`src/rtl/seq_mem_arbiter.sv`:
```
// seq_mem_arbiter: two-requester arbitrated word/bit memory with a power-up clear sweep
module seq_mem_arbiter #(
    parameter int DEPTH = 16,
    parameter int WIDTH = 8,
    localparam int AW = $clog2(DEPTH),
    localparam int BW = $clog2(WIDTH)
) (
    input  logic             clk,
    input  logic             rst,
    input  logic             a_req,
    input  logic             a_we,
    input  logic             a_bit,
    input  logic [AW-1:0]    a_addr,
    input  logic [BW-1:0]    a_bit_index,
    input  logic [WIDTH-1:0] a_wdata,
    output logic             a_gnt,
    output logic [WIDTH-1:0] a_rdata,
    output logic             a_rvalid,
    input  logic             b_req,
    input  logic             b_we,
    input  logic             b_bit,
    input  logic [AW-1:0]    b_addr,
    input  logic [BW-1:0]    b_bit_index,
    input  logic [WIDTH-1:0] b_wdata,
    output logic             b_gnt,
    output logic [WIDTH-1:0] b_rdata,
    output logic             b_rvalid,
    output logic             busy
);
    typedef enum logic {INIT, RUN} state_e;
    state_e           state_q;
    logic [AW-1:0]    init_ptr_q;
    logic             prio_q, prio_d;
    logic [WIDTH-1:0] mem [DEPTH];
    logic [WIDTH-1:0] a_rdata_q, b_rdata_q;
    logic             a_rvalid_q, b_rvalid_q;
    logic             run, a_win, b_win, a_rd, b_rd, w_en;
    logic [AW-1:0]    w_addr;
    logic [WIDTH-1:0] w_merged, w_data;

    assign run      = state_q == RUN;
    assign a_win    = run & a_req & (~b_req | ~prio_q);
    assign b_win    = run & b_req & (~a_req | prio_q);
    assign a_rd     = a_win & ~a_we & ~a_bit;
    assign b_rd     = b_win & ~b_we & ~b_bit;
    assign a_gnt    = a_win;
    assign b_gnt    = b_win;
    assign a_rdata  = a_rdata_q;
    assign b_rdata  = b_rdata_q;
    assign a_rvalid = a_rvalid_q;
    assign b_rvalid = b_rvalid_q;
    assign busy     = ~run;

    // Winner's write fields, bit writes merged into the current word, and next priority
    always_comb begin
        prio_d   = a_win ? 1'b1 : b_win ? 1'b0 : prio_q;
        w_en     = (a_win & (a_we | a_bit)) | (b_win & (b_we | b_bit));
        w_addr   = b_win ? b_addr : a_addr;
        w_merged = mem[w_addr];
        w_merged[b_win ? b_bit_index : a_bit_index] = b_win ? b_wdata[0] : a_wdata[0];
        w_data   = (b_win ? b_bit : a_bit) ? w_merged : (b_win ? b_wdata : a_wdata);
    end

    // Memory array: cleared word by word during the sweep, written by the winner in run
    always_ff @(posedge clk) begin
        if (!run)
            mem[init_ptr_q] <= '0;
        else if (w_en)
            mem[w_addr] <= w_data;
    end

    // Sweep/run FSM with priority toggle and registered read ports
    always_ff @(posedge clk or posedge rst) begin
        if (rst) begin
            state_q    <= INIT;
            init_ptr_q <= '0;
            prio_q     <= 1'b0;
            a_rdata_q  <= '0;
            b_rdata_q  <= '0;
            a_rvalid_q <= 1'b0;
            b_rvalid_q <= 1'b0;
        end else begin
            prio_q     <= prio_d;
            a_rvalid_q <= a_rd;
            b_rvalid_q <= b_rd;
            if (a_rd)
                a_rdata_q <= mem[a_addr];
            if (b_rd)
                b_rdata_q <= mem[b_addr];
            if (!run) begin
                init_ptr_q <= init_ptr_q + 1'b1;
                if (init_ptr_q == AW'(DEPTH - 1))
                    state_q <= RUN;
            end
        end
    end
endmodule

```
`config.mk`:
```
export PLATFORM = sky130hd
export DESIGN_NAME = seq_mem_arbiter
export DESIGN_NICKNAME = d
export VERILOG_FILES = /design/src/rtl/seq_mem_arbiter.sv
export SDC_FILE = /design/constraint.sdc
export NUM_CORES = 1
export LEC_CHECK = 0
export BUFFER_PORTS_ARGS = -buffer_cell sky130_fd_sc_hd__buf_2
export CAP_MARGIN = 30
export CORE_ASPECT_RATIO = 0.5
export CORE_UTILIZATION = 44
export CTS_BUF_LIST = sky130_fd_sc_hd__clkbuf_16
export CTS_CLUSTER_DIAMETER = 200
export DETAILED_ROUTE_END_ITERATION = 10
export HOLD_SLACK_MARGIN = 0.08
export SKIP_LAST_GASP = 1
export SYNTH_ARGS = -nofsm -noshare
export SYNTH_HDL_FRONTEND = slang
export SYNTH_SLANG_ARGS = --single-unit
```
`constraint.sdc`:
```
create_clock -name clk -period 3.11 [get_ports clk]
set_input_delay 0.1555 -clock clk [delete_from_list [all_inputs] [get_ports clk]]
set_output_delay 0.1555 -clock clk [all_outputs]
set_load 0.005 [all_outputs]
```
==> results.py <==
metrics = {
    "route": {
        "antenna_left": 0,
        "num_vias": 7774,
        "drc": 0,
        "wl_per_cell_microns": 29.7,
        "wl_microns": 33000,
        "routed_via_density": 6.99,
        "dr.pass1.iters": 6,
        "drt-initial-drc-count": 1222,
    },
    "sta": {
        "fmax_mhz": 339,
        "fin_crit_ps": 2950,
        "max-slew-margin-rel": 0.380,
        "setup-violations-final": 0,
        "setup_slack_ps": 161,
        "slew_viol_final": 0,
        "setup_tns_ps": 0,
        "hold_violations": 0,
        "fin_crit_sh": 0.948,
        "worst_slew_pin_slew_ps": 926,
        "rsz0062_at_grt": "no",
        "clock_skew_ps": 10.7,
    },
    "critical_path": {
        "crit_fanout": 18,
        "worstSetupPathType": "reg -> reg",
        "crit_path_start_kind": "register",
        "crit_required_ps": 3390,
        "worst_ep_arrival_time_ps": 3230,
        "cp-end-kind": "register",
    },
    "job": {
        "cap_violations": 0,
    },
    "yosys": {
        "synth_area_sq_mm": 0.00944,
        "ys_seq_area_frac": 0.471,
        "synth_edf_count": 128,
        "ys.flop_type": "edfxtp_1",
        "synth_top_family_by_area": "multiplexers",
        "synth_compound_area_frac": 0.146,
        "ys_ff_latch": 152,
        "syn_avg_cell_area_sq_um": 12.7,
        "synth_nets": 780,
        "synth_common_cells": "edfxtp_1 (128), mux4_2 (67), nand2_1 (44)",
        "synthCells": 741,
        "synthAdderAreaFrac": 0.00133,
        "yosys-top-cells-area": "edfxtp_1 (41%), mux4_2 (16%), dfrtp_1 (6.4%)",
        "synth_top_area_cell": "edfxtp_1",
        "synthXorXnorAreaFrac": 0.00278,
        "yosysMostFrequentCell": "edfxtp_1",
        "ys_types": 84,
        "muxShareOfSynthArea": 0.207,
        "yosys_warnings": 0,
        "synth_top_area_share": 0.407,
        "synth-simple-area-share": 0.129,
        "async_flop_share": 0.158,
    },
    "placed_design": {
        "post-place-cells": 1078,
        "dpl.hpwl_microns": 23700,
        "io_buffers": 58,
        "post-place-ws_ps": 287,
        "gp_congestion": 1.01,
        "place_area_sq_mm": 0.0103,
    },
    "clocking": {
        "cts_tree": "built",
        "clk_path_buf_depth": 2,
        "clk_latency_ps": 430,
        "clkSlewWorstSetupHoldPaths_ps": 70,
        "numClockSinks": 152,
        "cts_made_buffers": 17,
        "cts_root_buffer": "clkbuf_16",
        "htreeDepth": 4,
    },
    "layout": {
        "diodes": 0,
        "nets": 865,
        "final_layout_size_suffix_gt1_frac": 0.330,
        "syn_to_final_growth_pct": 14.9,
        "fin_cells": 1112,
        "design_area_sq_mm": 0.0109,
    },
    "power_and_ir_drop": {
        "power.total_mw": 5.74,
        "power.density_mw_per_mm2": 529,
        "ir_drop_mv": 0.389,
        "p_leak_nw": 3.88,
    },
    "outcome": {
        "status": "finished clean",
    },
    "global_route": {
        "grt_antenna_before_repair": 0,
        "grt_pass1_vias": 7490,
        "grt_max_degree": 55,
        "grt_pass1_wl_microns": 48900,
        "grt-ovfl-total": 0,
        "grt_use_total": 0.307,
    },
    "floorplan": {
        "core_area_sq_mm": 0.0208,
        "initial_core_util": 0.454,
        "die_h_microns": 106,
        "die-width_microns": 209,
        "row_count": 37,
        "ioPinCount": 59,
        "die_area_sq_mm": 0.0221,
    },
    "worst_hold_path": {
        "hold_class": "in -> reg",
    },
}
where the power goes:
| group | switching (mW) | total [mW] | internal [mW] |
|---|---|---|---|
| logic | 0.740 | 1.24 | 0.499 |
| clock network | 0.906 | 2.03 | 1.12 |
| registers | 0.0719 | 2.47 | 2.40 |
| total | 1.72 | 5.74 | 4.02 |
worst max-delay path, cell delays in order (launching register included):
cell	delay, ps
dfrtp_1	400
and2_4	310
buf_4	320
nand3_4	120
nand2_2	300
buf_4	320
mux2i_1	140
a2111o_1	420
a31oi_1	230
buf_4	220
stage by stage:
step | hold WS (ps) | utilization
floorplan | 170 | -
global placement | 451 | 0.492
finish | 156 | 0.522
detailed placement | 199 | 0.494
CTS | 143 | 0.522
global route | 161 | 0.522
what timing repair did:
item,CTS,global route
endpoints found under the hold margin,9,0
hold buffers,2,0
gates resized for setup,0,0
setup buffers,0,0
flip-flops by register name (all words and copies together) (netlist names):
name	cells
a_rdata	8
a_rvalid	1
b_rdata	8
b_rvalid	1
init_ptr_q	4
mem	128
prio_q	1
run	1
routing by layer:
layer	GRT usage	wire length (microns)	part of all wire	up-vias
met3	0.102	4760	0.14	97
met1	0.434	13400	0.40	3863
met5	0	0	0	-
li1	-	-	-	3193
met4	0.117	1200	0.036	0
met2	0.437	13700	0.41	621
cells in the final DEF (no fill, tap or decap), types with 4 or more instances in the layout:
cell type,count
edfxtp_1,128
buf_4,69
mux4_2,67
buf_2,58
nand2_1,44
nor2_1,34
a211oi_1,32
nand2b_1,25
dfrtp_1,24
mux2_2,23
nand3_1,23
o21ai_0,22
a31oi_1,21
and3_1,20
clkbuf_16,19
a22oi_1,18
mux2i_1,17
nor3_1,16
a21oi_1,14
inv_1,10
nor2b_1,9
a2111oi_0,9
and3b_1,8
o22ai_1,8
o211ai_1,8
nand4_1,6
or4_1,5
nand2_2,4
o2111ai_1,4
kinds of logic after synthesis:
| family | after synthesis |
|---|---|
| compound gates | 184 |
| xor+xnor | 3 |
| fa+ha+maj | 1 |
| buf+inv | 75 |
| flops | 152 |
| mux | 108 |
| simple gates | 218 |
path summary, 6_finish.rpt:
path | startpoint | endpoint | slack (ps) | depth (start not counted)
min in group asynchronous | rst | prio_q$_DFFE_PP0P_ | 280 | 3
hold / removal | b_we | b_rvalid$_DFF_PP0_ | 160 | 3
hold reg to reg | a_rdata[6]$_DFFE_PP0P_ | a_rdata[6]$_DFFE_PP0P_ | 500 | 1
max in group asynchronous | rst | b_rdata[5]$_DFFE_PP0P_ | 2350 | 4
setup reg to reg | run$_DFF_PP0_ | mem[2][1]$_DFFE_PP_ | 160 | 9
setup / recovery | run$_DFF_PP0_ | mem[2][1]$_DFFE_PP_ | 160 | 9
cell type report:
| class | count | area, sq um |
|---|---|---|
| Fill cell | 1766 | 9930 |
| Clock buffer | 19 | 475 |
| Sequential cell | 152 | 4440 |
| Tap cell | 273 | 342 |
| Clock inverter | 13 | 93.8 |
| Multi-Input combinational cell | 514 | 4580 |
| Timing Repair Buffer | 131 | 876 |
| Inverter | 10 | 40.0 |
Note: power is estimated with default switching activity, not from simulation.
